===== src/rtl/fetch_unit.sv =====
// RV32 instruction fetch stage: owns the PC, keeps one request outstanding to
// instruction memory, fills IF/ID and parks one word in a skid slot during a stall.
module fetch_unit #(
    parameter logic [31:0] RESET_PC = 32'h0000_0000,
    parameter logic [31:0] NOP_INSN = 32'h0000_0013
) (
    input  logic        clk,
    input  logic        reset,
    output logic        imem_req,
    output logic [31:0] imem_addr,
    input  logic [31:0] imem_rdata,
    input  logic        imem_valid,
    input  logic        stall,
    input  logic        jmp,
    input  logic [31:0] jmp_pc,
    output logic [31:0] id_pc,
    output logic [31:0] id_instruction,
    output logic        id_valid,
    output logic        misaligned
);

    typedef enum logic [1:0] {
        IDLE  = 2'd0,
        FETCH = 2'd1,
        HOLD  = 2'd2,
        FLUSH = 2'd3
    } state_t;

    state_t      state_q;
    logic [31:0] pc_q;
    logic [31:0] addr_q;
    logic        req_q;
    logic [31:0] skid_pc_q;
    logic [31:0] skid_insn_q;
    logic [31:0] id_pc_q;
    logic [31:0] id_insn_q;
    logic        id_valid_q;
    logic        misaligned_q;

    logic [31:0] jmp_tgt;
    logic [31:0] pc_inc;

    assign jmp_tgt = {jmp_pc[31:2], 2'b00};
    assign pc_inc  = pc_q + 32'd4;

    // Request and address are registered, so stall/jmp never reach imem_addr combinationally.
    assign imem_req       = req_q;
    assign imem_addr      = addr_q;
    assign id_pc          = id_pc_q;
    assign id_instruction = id_insn_q;
    assign id_valid       = id_valid_q;
    assign misaligned     = misaligned_q;

    always_ff @(posedge clk) begin
        misaligned_q <= 1'b0;
        if (reset) begin
            state_q     <= IDLE;
            pc_q        <= RESET_PC;
            addr_q      <= RESET_PC;
            req_q       <= 1'b0;
            skid_pc_q   <= 32'd0;
            skid_insn_q <= NOP_INSN;
            id_pc_q     <= 32'd0;
            id_insn_q   <= NOP_INSN;
            id_valid_q  <= 1'b0;
        end else begin
            case (state_q)
                IDLE: begin
                    state_q <= FETCH;
                    req_q   <= 1'b1;
                    addr_q  <= pc_q;
                end
                FETCH: begin
                    if (jmp) begin
                        pc_q         <= jmp_tgt;
                        id_pc_q      <= jmp_pc;
                        id_insn_q    <= NOP_INSN;
                        id_valid_q   <= 1'b0;
                        misaligned_q <= |jmp_pc[1:0];
                        if (imem_valid) begin
                            state_q <= FETCH;
                            addr_q  <= jmp_tgt;
                        end else begin
                            // Old request still in flight: keep its address until it answers.
                            state_q <= FLUSH;
                        end
                    end else if (imem_valid) begin
                        pc_q   <= pc_inc;
                        addr_q <= pc_inc;
                        if (stall) begin
                            skid_pc_q   <= pc_q;
                            skid_insn_q <= imem_rdata;
                            req_q       <= 1'b0;
                            state_q     <= HOLD;
                        end else begin
                            id_pc_q    <= pc_q;
                            id_insn_q  <= imem_rdata;
                            id_valid_q <= 1'b1;
                        end
                    end else if (!stall) begin
                        id_pc_q    <= pc_q;
                        id_insn_q  <= NOP_INSN;
                        id_valid_q <= 1'b0;
                    end
                end
                HOLD: begin
                    if (jmp) begin
                        pc_q         <= jmp_tgt;
                        addr_q       <= jmp_tgt;
                        req_q        <= 1'b1;
                        id_pc_q      <= jmp_pc;
                        id_insn_q    <= NOP_INSN;
                        id_valid_q   <= 1'b0;
                        misaligned_q <= |jmp_pc[1:0];
                        state_q      <= FETCH;
                    end else if (!stall) begin
                        id_pc_q    <= skid_pc_q;
                        id_insn_q  <= skid_insn_q;
                        id_valid_q <= 1'b1;
                        req_q      <= 1'b1;
                        state_q    <= FETCH;
                    end
                end
                FLUSH: begin
                    if (jmp) begin
                        pc_q         <= jmp_tgt;
                        id_pc_q      <= jmp_pc;
                        id_insn_q    <= NOP_INSN;
                        id_valid_q   <= 1'b0;
                        misaligned_q <= |jmp_pc[1:0];
                        // If the stale response lands now, the slot is free for the new target.
                        if (imem_valid) begin
                            addr_q  <= jmp_tgt;
                            state_q <= FETCH;
                        end
                    end else if (imem_valid) begin
                        addr_q  <= pc_q;
                        state_q <= FETCH;
                    end
                end
                default: state_q <= IDLE;
            endcase
        end
    end

endmodule

===== config.mk =====
export PLATFORM = sky130hd
export DESIGN_NAME = fetch_unit
export DESIGN_NICKNAME = d
export VERILOG_FILES = /design/src/rtl/fetch_unit.sv
export SDC_FILE = /design/constraint.sdc
export NUM_CORES = 1
export LEC_CHECK = 0
export BUFFER_PORTS_ARGS = -buffer_cell sky130_fd_sc_hd__buf_2
export CORE_ASPECT_RATIO = 0.75
export CORE_MARGIN = 2
export CORE_UTILIZATION = 32
export DETAILED_ROUTE_END_ITERATION = 8
export GPL_ROUTABILITY_DRIVEN = 0
export SYNTH_ARGS = -nofsm -noshare
export SYNTH_HDL_FRONTEND = slang
export SYNTH_SLANG_ARGS = --single-unit

===== constraint.sdc =====
create_clock -name clk -period 2.5 [get_ports clk]
set_input_delay 0.375 -clock clk [delete_from_list [all_inputs] [get_ports clk]]
set_output_delay 0.375 -clock clk [all_outputs]
set_load 0.01 [all_outputs]

# --- Yosys cells after proc, flatten, opt, wreduce, memory -nomap -nowiden ---
# Cells that the tools add are included.
word_totals:
  ff_bits: 197
  in_bits: 69
  elab_cells: 88
classes:
  add_sub_neg: 1
  n_eq_ne: 16
  n_mux: 44
  n_bitwise: 2
  reduce_logical: 15
op_table:
  columns: ["cell", "count"]
  rows:
  - ["32-bit 2-to-1 mux", 19]
  - ["32-bit case mux with 3 select lines", 2]
  - ["32-bit case mux with 4 select lines", 1]
  - ["32-bit case mux with 2 select lines", 1]
  - ["32-bit by 3-bit adder with 32-bit output, second input constant", 1]
  - ["3-bit inequality test, second input constant", 5]
  - ["2-bit 2-to-1 mux", 7]
  - ["2-bit inequality test, second input constant", 6]
  - ["4-bit AND reduction", 3]
  - ["1-bit 2-to-1 mux", 11]
  - ["3-bit AND reduction", 3]
  - ["2-bit case mux with 4 select lines", 1]
  - ["1-bit case mux with 3 select lines", 2]
  - ["3-bit nonzero test", 2]
  - ["3-bit OR reduction", 2]
  - ["5-bit AND reduction", 1]
  - ["2-bit == test, second input constant", 2]
  - ["4-bit inequality test, second input constant", 1]
  - ["2-bit OR reduction", 2]
  - ["2-bit by 1-bit == test with 1-bit output, second input constant", 1]
  - ["2-bit zero test", 1]
  - ["2-bit by 1-bit inequality test with 1-bit output, second input constant", 1]
  - ["1-bit NOT", 2]
  - ["2-bit nonzero test", 1]

# --- Logic depth before layout (Yosys ltp) ---
# Gate-level depths: netlist of the first run.
logic_depth:
  depth_word: 4
  mapped_depth: 8
  depth_no_buf: 6

# --- Worst setup path after synthesis of the first run ---
# Ideal clock, no wire load.
synth_timing:
  path_type: "reg-to-reg"
  start: "register pc_q[18]"
  end: "register pc_q[26]"
  setup_ps: 74
  t_arrival_ps: 1829
  t_required_ps: 2426
  path_slack_ps: 596
  path_stages_with_launch: 7
  path_buffers: 1
  cell_sequence: "dfxtp_1 -> buf_6 -> nand4_4 -> nor4_4 -> nand3_2 -> or4_1 -> a31oi_1"
synth_between:
  elab_chain_cells: 4
synth_lines:
  columns: ["element", "line", "source"]
  rows:
  - ["start, declared", "30", "logic [31:0] pc_q;"]
  - ["start signal, assigned", "75", "pc_q <= jmp_tgt;"]
  - ["start signal, assigned", "88", "pc_q <= pc_inc;"]
  - ["start signal, assigned", "108", "pc_q <= jmp_tgt;"]
  - ["32-bit by 3-bit adder with 32-bit output", "44", "assign pc_inc = pc_q + 32'd4;"]
  - ["32-bit 2-to-1 mux", "87", "end else if (imem_valid) begin"]
  - ["32-bit 2-to-1 mux", "74", "if (jmp) begin"]
  - ["32-bit case mux with 2 select lines", "67", "case (state_q)"]
# No other way between the ends. The select of a mux whose other input is x is not followed.
# A chain may end at the register's enable or synchronous reset.

# --- Worst setup path in the final report of the first run ---
layout_timing:
  start: "register pc_q[17]"
  end: "register pc_q[29]"
# Same word-level chain as after synthesis.

==> results of run 1 <==
==> kinds of logic after synthesis <==
kind of cell / synth area share
simple gates: 0.2261
buf+inv: 0.06024
compound gates: 0.2947
xor+xnor: 0.007746
mux: 0.03037
flops: 0.3796
fa+ha+maj: 0.001229
==> cell usage after synthesis, types with 6 or more instances <==
| library cell | instances | area, sq um |
|---|---|---|
| clkbuf_1 | 103 | 386.6 |
| mux2_2 | 15 | 168.9 |
| o211ai_1 | 6 | 45.04 |
| nand4_1 | 7 | 43.79 |
| a22o_1 | 9 | 78.83 |
| and3_1 | 9 | 56.30 |
| nor4_1 | 11 | 68.82 |
| nand2_1 | 224 | 840.8 |
| buf_1 | 20 | 75.07 |
| or3_1 | 8 | 50.05 |
| nor2_1 | 141 | 529.3 |
| o22ai_1 | 60 | 375.4 |
| a31oi_1 | 15 | 93.84 |
| nor3_1 | 45 | 225.2 |
| buf_2 | 19 | 95.09 |
| a221oi_1 | 37 | 324.1 |
| a32o_1 | 6 | 60.06 |
| a22oi_1 | 20 | 150.1 |
| a32oi_1 | 9 | 78.83 |
| o21ai_0 | 50 | 250.2 |
| dfxtp_1 | 193 | 3864 |
| nand2b_1 | 8 | 50.05 |
| a211oi_1 | 27 | 202.7 |
| a211o_1 | 6 | 52.55 |
| o221ai_1 | 11 | 96.34 |
| nand3_1 | 21 | 105.1 |
| xnor2_1 | 6 | 52.55 |
| nor2b_1 | 8 | 50.05 |
| inv_1 | 12 | 45.04 |
| mux2i_1 | 14 | 140.1 |
| a21oi_1 | 137 | 685.7 |
| and4_1 | 6 | 52.55 |
==> placed cells by master, fill, tap and decap left out, types with 7 or more instances in the layout <==
cell type,instances
buf_4,86
nor2b_1,8
buf_2,166
mux2_2,15
a211oi_1,27
a22oi_1,20
a31oi_1,15
clkbuf_16,17
nor2_1,137
nand2_1,224
dfxtp_1,192
a22o_1,9
nor4_1,11
o22ai_1,60
nand4_1,7
and3_1,9
inv_1,12
a221oi_1,37
nand3_1,20
nor3_1,45
nand2b_1,8
a21oi_1,137
a32oi_1,9
o221ai_1,11
or3_1,8
mux2i_1,14
o21ai_0,50
==> final timing paths <==
kind | slack, ps | cells past startpoint | start | endpoint
worst max-delay path | 160 | 5 | pc_q[17]$_SDFFE_PP0P_ | pc_q[29]$_SDFFE_PP0P_
worst min-delay path | 140 | 3 | imem_rdata[1] | skid_insn_q[1]$_SDFFE_PP1P_
worst min register to register | 460 | 2 | id_pc[15]$_SDFFE_PP0P_ | id_pc[15]$_SDFFE_PP0P_
worst max register to register | 160 | 5 | pc_q[17]$_SDFFE_PP0P_ | pc_q[29]$_SDFFE_PP0P_
==> metrics by stage <==
step	power, uW	cells	worst slack [ps]	hold WS, ps	instance area (sq um)
after floorplan	4324	1353	596.3	436.0	10180
after global placement	4947	1871	320.5	440.5	11680
after detailed placement	4965	1871	231.7	445.8	11680
after CTS	7738	1903	211.0	119.8	12250
after global routing	8037	1905	21.66	127.8	12250
final	7686	1906	160.5	137.3	12260
==> sequential cells by signal (all words and copies together), names as in the netlist <==
register        count
id_instruction     32
skid_insn_q        32
misaligned          1
id_valid            1
imem_addr          32
state_q             2
imem_req            1
pc_q               30
id_pc              32
skid_pc_q          30
==> metal layers <==
metal  wire [um]  part of all wire
met5           0                 0
met4         984             0.024
met3        3835             0.095
met2       17360              0.43
met1       18020              0.45
==> power by group through the flow <==
stage | registers (uW) | logic [uW] | clock network (uW)
floorplan | 3470 | 858 | 0
global placement | 3460 | 1480 | 0
detailed placement | 3470 | 1500 | 0
CTS | 3400 | 1500 | 2840
global route | 3420 | 1650 | 2960
finish | 3400 | 1520 | 2760
==> worst max-delay path, cell delays in order, from the launching register on <==
cell and delay [ps]:
dfxtp_1 590, nand4_4 230, nor4_4 530, nand2_1 210
or4_1 510, a31oi_1 180
==> layout make-up <==
type,count,share of cell area
diodes,3,0.0006126
clock buffers,19,0.03532
clock inverters,13,0.01123
inverters,12,0.003675
multi-input cells,1005,0.4677
flip-flops and latches,193,0.3154
well taps,406,0.04145
repair buffers,255,0.1247
==> results.md, run 1 <==
* Status: finished clean
* CP Capture Type: flop
* Clock Pin Slew Worst Setup and Hold Paths at 80 ps
* Chip width at 209.9 um
* Minimum clock period at 2339 ps
* CTS tree: built
* Sequential cell area at 0.003865 sq mm
* Worst relative slew slack at 0.3800
* Max_cap viols at 0
* Clock group share of total power at 0.359
* Largest net degree at the start of global routing at 61
* PortBufs at 167
* Leakage at 0.004760 uW
* Met3 GRT Util at 0.06943
* Overflow after GRT at 0
* Final Core Density at 0.3913
* Total track usage at 0.2380
* Mapped Cells at 1,353
* Setup Skew at 13.33 ps
* Switching Power at 2456 uW
* Max Root-Sink Buffers at 2
* Crit-path max FO at 11
* IO Pins at 168
* Cell-internal power at 5230 uW
* Routing usage on met1 at 0.3282
* Final ANT Viol Nets at 0
* Fmax at 427.5 MHz
* Vias/cell at 5.891
* Synth Area per Inst at 7.522 sq um
* Seq pwr share at 0.443
* Vias in the first global route at 10,380
* Initial Util at 0.3249
* Gr busiest metal: met2
* Pwr per Cell Area at 627.2 mW/mm^2
* Routing usage on met2 at 0.3485
* CTS-repair resized insts at 0
* Row Count at 56
* Post-CTS Hold Fix Bufs at 0
* Nets@finish at 1,554
* Comb power frac at 0.198
* Final HPWL from detailed placement at 28,120 um
* Die Y at 158.4 um
* Slew Limit Fails at 0
* Fill cell count at 3,278
* Startpoint types: flop
* Worst-margin pin slew at 925.7 ps
* Syn nets at 1,423
* Fin crit share at 0.9358
* Synthesis-to-finish area growth at 20.42%
* Arr. time, crit path at 2710 ps
* RSZ-0062 raised after global routing: false
* Via count at 11,230
* First-pass GRT wire length at 61,280 um
* Antenna violations before repair at 2
* Count of cell types in the netlist at 71
* Top_reg_cell synth: dfxtp_1
* Min-delay worst type: input pin to flop
* Maximum vdd drop at 0.0004877 V
* CP Class: flop to flop
* Drt wl/cell at 21.09 um
* Number of DRC markers in iteration 0 at 1,208
* Clock sinks at 193
* FFs w/ async S/R, synth at 0
* Worst-Skew Late Latency at 460 ps
* Sequential fraction of the synthesis area at 0.3796
* Post-CTS setup buffers at 0
* CORE AREA at 0.03132 sq mm
* Sw frac at 0.3195
* DRC viols at 0
* Setup TNS at 0 ps
* H-tree depth at 4
* EDFF count, synth at 0
* WL final at 40,200 um
* Synthesized flop and latch total at 193
* CTS root buffer: clkbuf_16
* Die Area at 0.03326 sq mm
* Final Setup Violations at 0
* Final hold viol count at 0
* Layout cells sized above 1 at 0.2144
* Required time worst endpoint at 2880 ps
* Synthesized cell area at 0.01018 sq mm
* Yosys warns at 0
* CTS Buf Count at 17
* Drt pass-1 iters at 6
* Multi-input logic area at 0.005732 sq mm
(Power assumes the default switching activity.)
==> run 2, diff against run 1 <==
- ABC_AREA: default -> 1
==> results.md, run 2 <==
* Critical Path End: id_pc[11]$_SDFFE_PP0P_
* Arr. time, crit path at 2540 ps
* Design area at 0.01169 sq mm
* RR Endpoint: id_pc[11]$_SDFFE_PP0P_
* Synth Area per Inst at 6.821 sq um
* Most frequent cells in the layout: nand2_1, o21ai_0, a21oi_1
* Post-CTS setup buffers at 0
* Die Y at 155.8 um
* Commonest non-fill, non-tap cell in the layout: nand2_1
* Synthesis-to-finish area growth at 18.83%
* WL final at 37,230 um
* Chip width at 206.4 um
* R2R cell count at 8
* Inst Count DP at 1,946
* Status: finished clean
* Clock Pin Slew Worst Setup and Hold Paths at 80 ps
* Most instantiated cells after synthesis: nand2_1, o21ai_0, a21oi_1, dfxtp_1, nor2_1
* Final HPWL from detailed placement at 25,300 um
* CP Capture Type: flop
* CTS-repair resized insts at 0
* Final hold viol count at 0
* Overflow after GRT at 0
* Cell-internal power at 6023 uW
* Hold slack at 162.0 ps
* Final Setup Violations at 0
* H-tree depth at 4
* Simple-gate share of the synthesized area at 0.2142
* Critical Path Start: state_q[1]$_SDFFE_PP0P_
* Max Root-Sink Buffers at 2
* Yosys warns at 0
* Drt wl/cell at 18.81 um
* Layout cells sized above 1 at 0.1754
* Crit-path max FO at 26
* Largest net degree at the start of global routing at 60
* Final ANT Viol Nets at 0
* Startpoint types: flop
* Antenna violations before repair at 2
* Die Area at 0.03217 sq mm
* Top cells by area, synth: dfxtp_1, o21ai_0, a21oi_1
* Clock group share of total power at 0.300
* Min-delay worst type: input pin to flop
* Comb power frac at 0.290
* Number of DRC markers in iteration 0 at 1,139
* Slew Limit Fails at 0
* Setup TNS at 0 ps
* Minimum clock period at 2203 ps
* Synthesized cell area at 0.009836 sq mm
* Syn nets at 1,512
* Post-synthesis mux area share at 0
* Fin crit share at 0.8814
* Sequential fraction of the synthesis area at 0.3928
* Via count at 10,720
* CTS tree: built
* Seq pwr share at 0.411
* CORE AREA at 0.03021 sq mm
* IO Pins at 168
* Area after DPL at 0.01109 sq mm
* CTS root buffer: clkbuf_16
* Row Count at 55
* Drt pass-1 iters at 6
* Top_reg_cell synth: dfxtp_1
* PortBufs at 167
* Mapped Cells at 1,442
* Clock sinks at 193
* DRC viols at 0
* Synth Area in Adders at 0.001272
* Share of the synthesized area in the top cell type at 0.3928
* FFs w/ async S/R, synth at 0
* Vias in the first global route at 10,060
* Compound-Gate Fraction of Synth Area at 0.2933
* CTS Buf Count at 17
* Required time worst endpoint at 2840 ps
* Max_cap viols at 0
* XOR/XNOR Fraction of Synth Area at 0.006233
* Total track usage at 0.2322
* Pwr per Cell Area at 811.3 mW/mm^2
* Sw frac at 0.3648
* Maximum vdd drop at 0.0004289 V
* Synth area leader: dfxtp_1
* Leakage at 0.004927 uW
* Initial Util at 0.3256
* RSZ-0062 raised after global routing: false
* Switching Power at 3459 uW
* Count leader, synth: nand2_1
* Post-CTS Hold Fix Bufs at 0
* Fill cell count at 3,169
* CP Class: flop to flop
* Worst-Skew Late Latency at 450 ps
* Nets@finish at 1,636
* First-pass GRT wire length at 57,770 um
* R2r startpoint: state_q[1]$_SDFFE_PP0P_
* Largest family of logic cells by synthesized area: compound AO/OA/AOI/OAI gates
* Reg-to-reg slack, setup at 300 ps
* EDFF count, synth at 0
* Finished Layout Cells at 1,979
* Worst-margin pin slew at 586.4 ps
* Fmax at 453.8 MHz
* Vias/cell at 5.417
* Worst relative slew slack at 0.6076
* Setup Skew at 14.79 ps
* Synthesized flop and latch total at 193
* Final Core Density at 0.3869
* Count of cell types in the netlist at 45
run 2: logic make-up after synthesis:
group / Yosys count
compound gates: 530
xor+xnor: 7
fa+ha+maj: 1
buf+inv: 204
flops: 193
simple gates: 507
run 2: power groups by stage:
stage	Sequential [uW]	Clock, uW	Combinational [uW]
2_1_floorplan	3990	0	1600
3_3_place_gp	3950	0	2700
3_5_place_dp	3950	0	2720
4_1_cts	3880	2890	2740
5_1_grt	3950	3010	3040
6_report	3890	2840	2750
run 2: worst max-delay path, stage by stage, from the launching register on:
cell and delay, ps:
dfxtp_1 360, buf_4 260, nand2_1 130, inv_2 140
nor2_4 400, inv_2 240, buf_4 240, a21oi_1 230
a21oi_1 90
run 2: per-stage QoR:
stage / power (uW) / setup WS, ps
global placement: 6644 / 345.3
global route: 9995 / 166.9
detailed placement: 6673 / 361.5
floorplan: 5591 / 882.7
finish: 9482 / 296.6
CTS: 9507 / 355.4
run 2: area by class of cell:
cell class                      instances  area (sq um)  share of cell area
Multi-Input combinational cell       1045          5071              0.4339
Inverter                               93         355.3             0.03040
Antenna cell                            1         2.502           0.0002141
Sequential cell                       193          3864              0.3306
Tap cell                              399         499.2             0.04271
Timing Repair Buffer                  216          1304              0.1116
Clock buffer                           21         460.4             0.03940
Clock inverter                         11         131.4             0.01124
run 2: metal layers:
layer | up-vias | GRT usage | wire, um
met2 | 510 | 0.3467 | 15830
met4 | 2 | 0.06429 | 665
li1 | 5190 | - | -
met1 | 4955 | 0.3293 | 16940
met3 | 63 | 0.05869 | 3779
met5 | - | 0 | 13
run 2: how the worst min path moves through the flow:
stage | startpoint | endpoint | slack, ps | depth (start not counted)
after floorplan | skid_insn_q[0]$_SDFFE_PP1P_ | skid_insn_q[0]$_SDFFE_PP1P_ | 430 | 2
after global placement | imem_addr[1]$_SDFFE_PP0P_ | imem_addr[1]$_SDFFE_PP0P_ | 430 | 2
after detailed placement | imem_addr[1]$_SDFFE_PP0P_ | imem_addr[1]$_SDFFE_PP0P_ | 430 | 2
after CTS | imem_rdata[7] | skid_insn_q[7]$_SDFFE_PP0P_ | 150 | 3
after global routing | imem_rdata[4] | skid_insn_q[4]$_SDFFE_PP1P_ | 150 | 3
final | imem_rdata[7] | skid_insn_q[7]$_SDFFE_PP0P_ | 160 | 3
==> run 3, diff against run 2 <==
- CTS_BUF_LIST: default -> sky130_fd_sc_hd__clkbuf_4
==> results.md, run 3 (synthesis results as in run 2) <==
* Initial Util at 0.3256
* Pre-CTS setup slack at 361.5 ps
* PortBufs at 167
* Hold slack at 43.19 ps
* Critical Path Start: state_q[1]$_SDFFE_PP0P_
* Status: finished clean
* Fmax at 459.7 MHz
* Via count at 10,810
* H-tree depth at 4
* Clock sinks at 193
* Vias in the first global route at 10,170
* Worst relative slew slack at 0.6130
* Antenna violations before repair at 1
* CTS root buffer: clkbuf_4
* R2r startpoint: state_q[1]$_SDFFE_PP0P_
* Fin crit share at 0.8702
* Leakage at 0.004929 uW
* Design area at 0.01171 sq mm
* Layout cells sized above 1 at 0.1718
* Number of DRC markers in iteration 0 at 1,183
* First-pass GRT wire length at 57,950 um
* Startpoint types: flop
* Slew Limit Fails at 0
* Max Root-Sink Buffers at 2
* Row Count at 55
* Final Setup Violations at 0
* Most frequent cells in the layout: nand2_1, o21ai_0, a21oi_1
* Required time worst endpoint at 3030 ps
* Vias/cell at 5.370
* CORE AREA at 0.03021 sq mm
* Post-CTS setup buffers at 0
* WL final at 37,390 um
* RSZ-0062 raised after global routing: false
* CTS Buf Count at 17
* Drt pass-1 iters at 6
* CP Capture Type: flop
* Total track usage at 0.2324
* CP Class: flop to flop
* Chip width at 206.4 um
* Setup TNS at 0 ps
* IO Pins at 168
* Final HPWL from detailed placement at 25,300 um
* Hold_sp: jmp_pc[0]
* Maximum vdd drop at 0.0002757 V
* Synthesis-to-finish area growth at 19.03%
* Setup Skew at 33.39 ps
* Final ANT Viol Nets at 0
* Largest net degree at the start of global routing at 60
* Clock Pin Slew Worst Setup and Hold Paths at 160 ps
* DRC viols at 0
* Crit-path max FO at 26
* Nets@finish at 1,669
* Drt wl/cell at 18.58 um
* Worst-Skew Late Latency at 620 ps
* CTS tree: built
* Pwr per Cell Area at 723.6 mW/mm^2
* Commonest non-fill, non-tap cell in the layout: nand2_1
* Die Y at 155.8 um
* Final hold viol count at 0
* Overflow after GRT at 0
* Arr. time, crit path at 2710 ps
* Min-delay worst type: input pin to flop
* Max_cap viols at 0
* Minimum clock period at 2175 ps
* Worst-margin pin slew at 578.4 ps
* Area after DPL at 0.01109 sq mm
* Die Area at 0.03217 sq mm
* Final worst setup slack at 324.5 ps
run 3: cell types whose count changed in the layout (fill, tap and decap cells not counted):
cell           change
clkbuf_1           -2
clkbuf_16         -17
clkbuf_4          +19
clkbuf_8           -2
clkinv_1           +2
dlygate4sd3_1     +33
run 3: area by class of cell:
class	instances	area, sq um
inverter	93	355.3
timing repair buffer	249	1634
multi-input combinational	1045	5071
antenna	1	2.502
sequential	193	3864
fill	3187	18500
clock buffer	19	142.6
tap	399	499.2
clock inverter	13	138.9
run 3: critical path: stages (launching register included):
cell	delay (ps)
dfxtp_1	430
buf_4	360
nand2_1	140
inv_2	250
nor2_4	160
inv_2	260
buf_4	230
nand2_1	60
a41oi_1	210
run 3: timing repair:
action | in CTS | in global routing
endpoints found under the setup margin | 0 | 0
hold buffers | 33 | 0
hold endpoints to repair | 48 | 0
resized for setup | 0 | 0
run 3: final timing paths:
path,end,slack (ps),depth (start not counted)
hold reg to reg,imem_addr[1]$_SDFFE_PP0P_,460,2
setup reg to reg,id_pc[7]$_SDFFE_PP0P_,320,8
setup / recovery,id_pc[7]$_SDFFE_PP0P_,320,8
hold / removal,id_pc[0]$_SDFFE_PP0P_,40,3
run 3: power breakdown:
group,total [uW],internal [uW],switching (uW)
Sequential,3900,3530,371
Combinational,2790,993,1800
Clock,1790,615,1170
Total,8470,5140,3340
run 3: through the flow:
step                utilization  power (uW)  cells
floorplan                     -        5591   1442
global placement         0.3672        6644   1946
detailed placement       0.3672        6673   1946
CTS                      0.3875        8495   2011
global route             0.3875        8984   2011
finish                   0.3875        8471   2012
run 3: layer usage:
layer	wire (um)	part of all wire	global-route usage
met5	0	0	0
met4	726	0.019	0.06565
met3	3442	0.092	0.05723
met2	15850	0.42	0.3453
met1	17370	0.46	0.3315
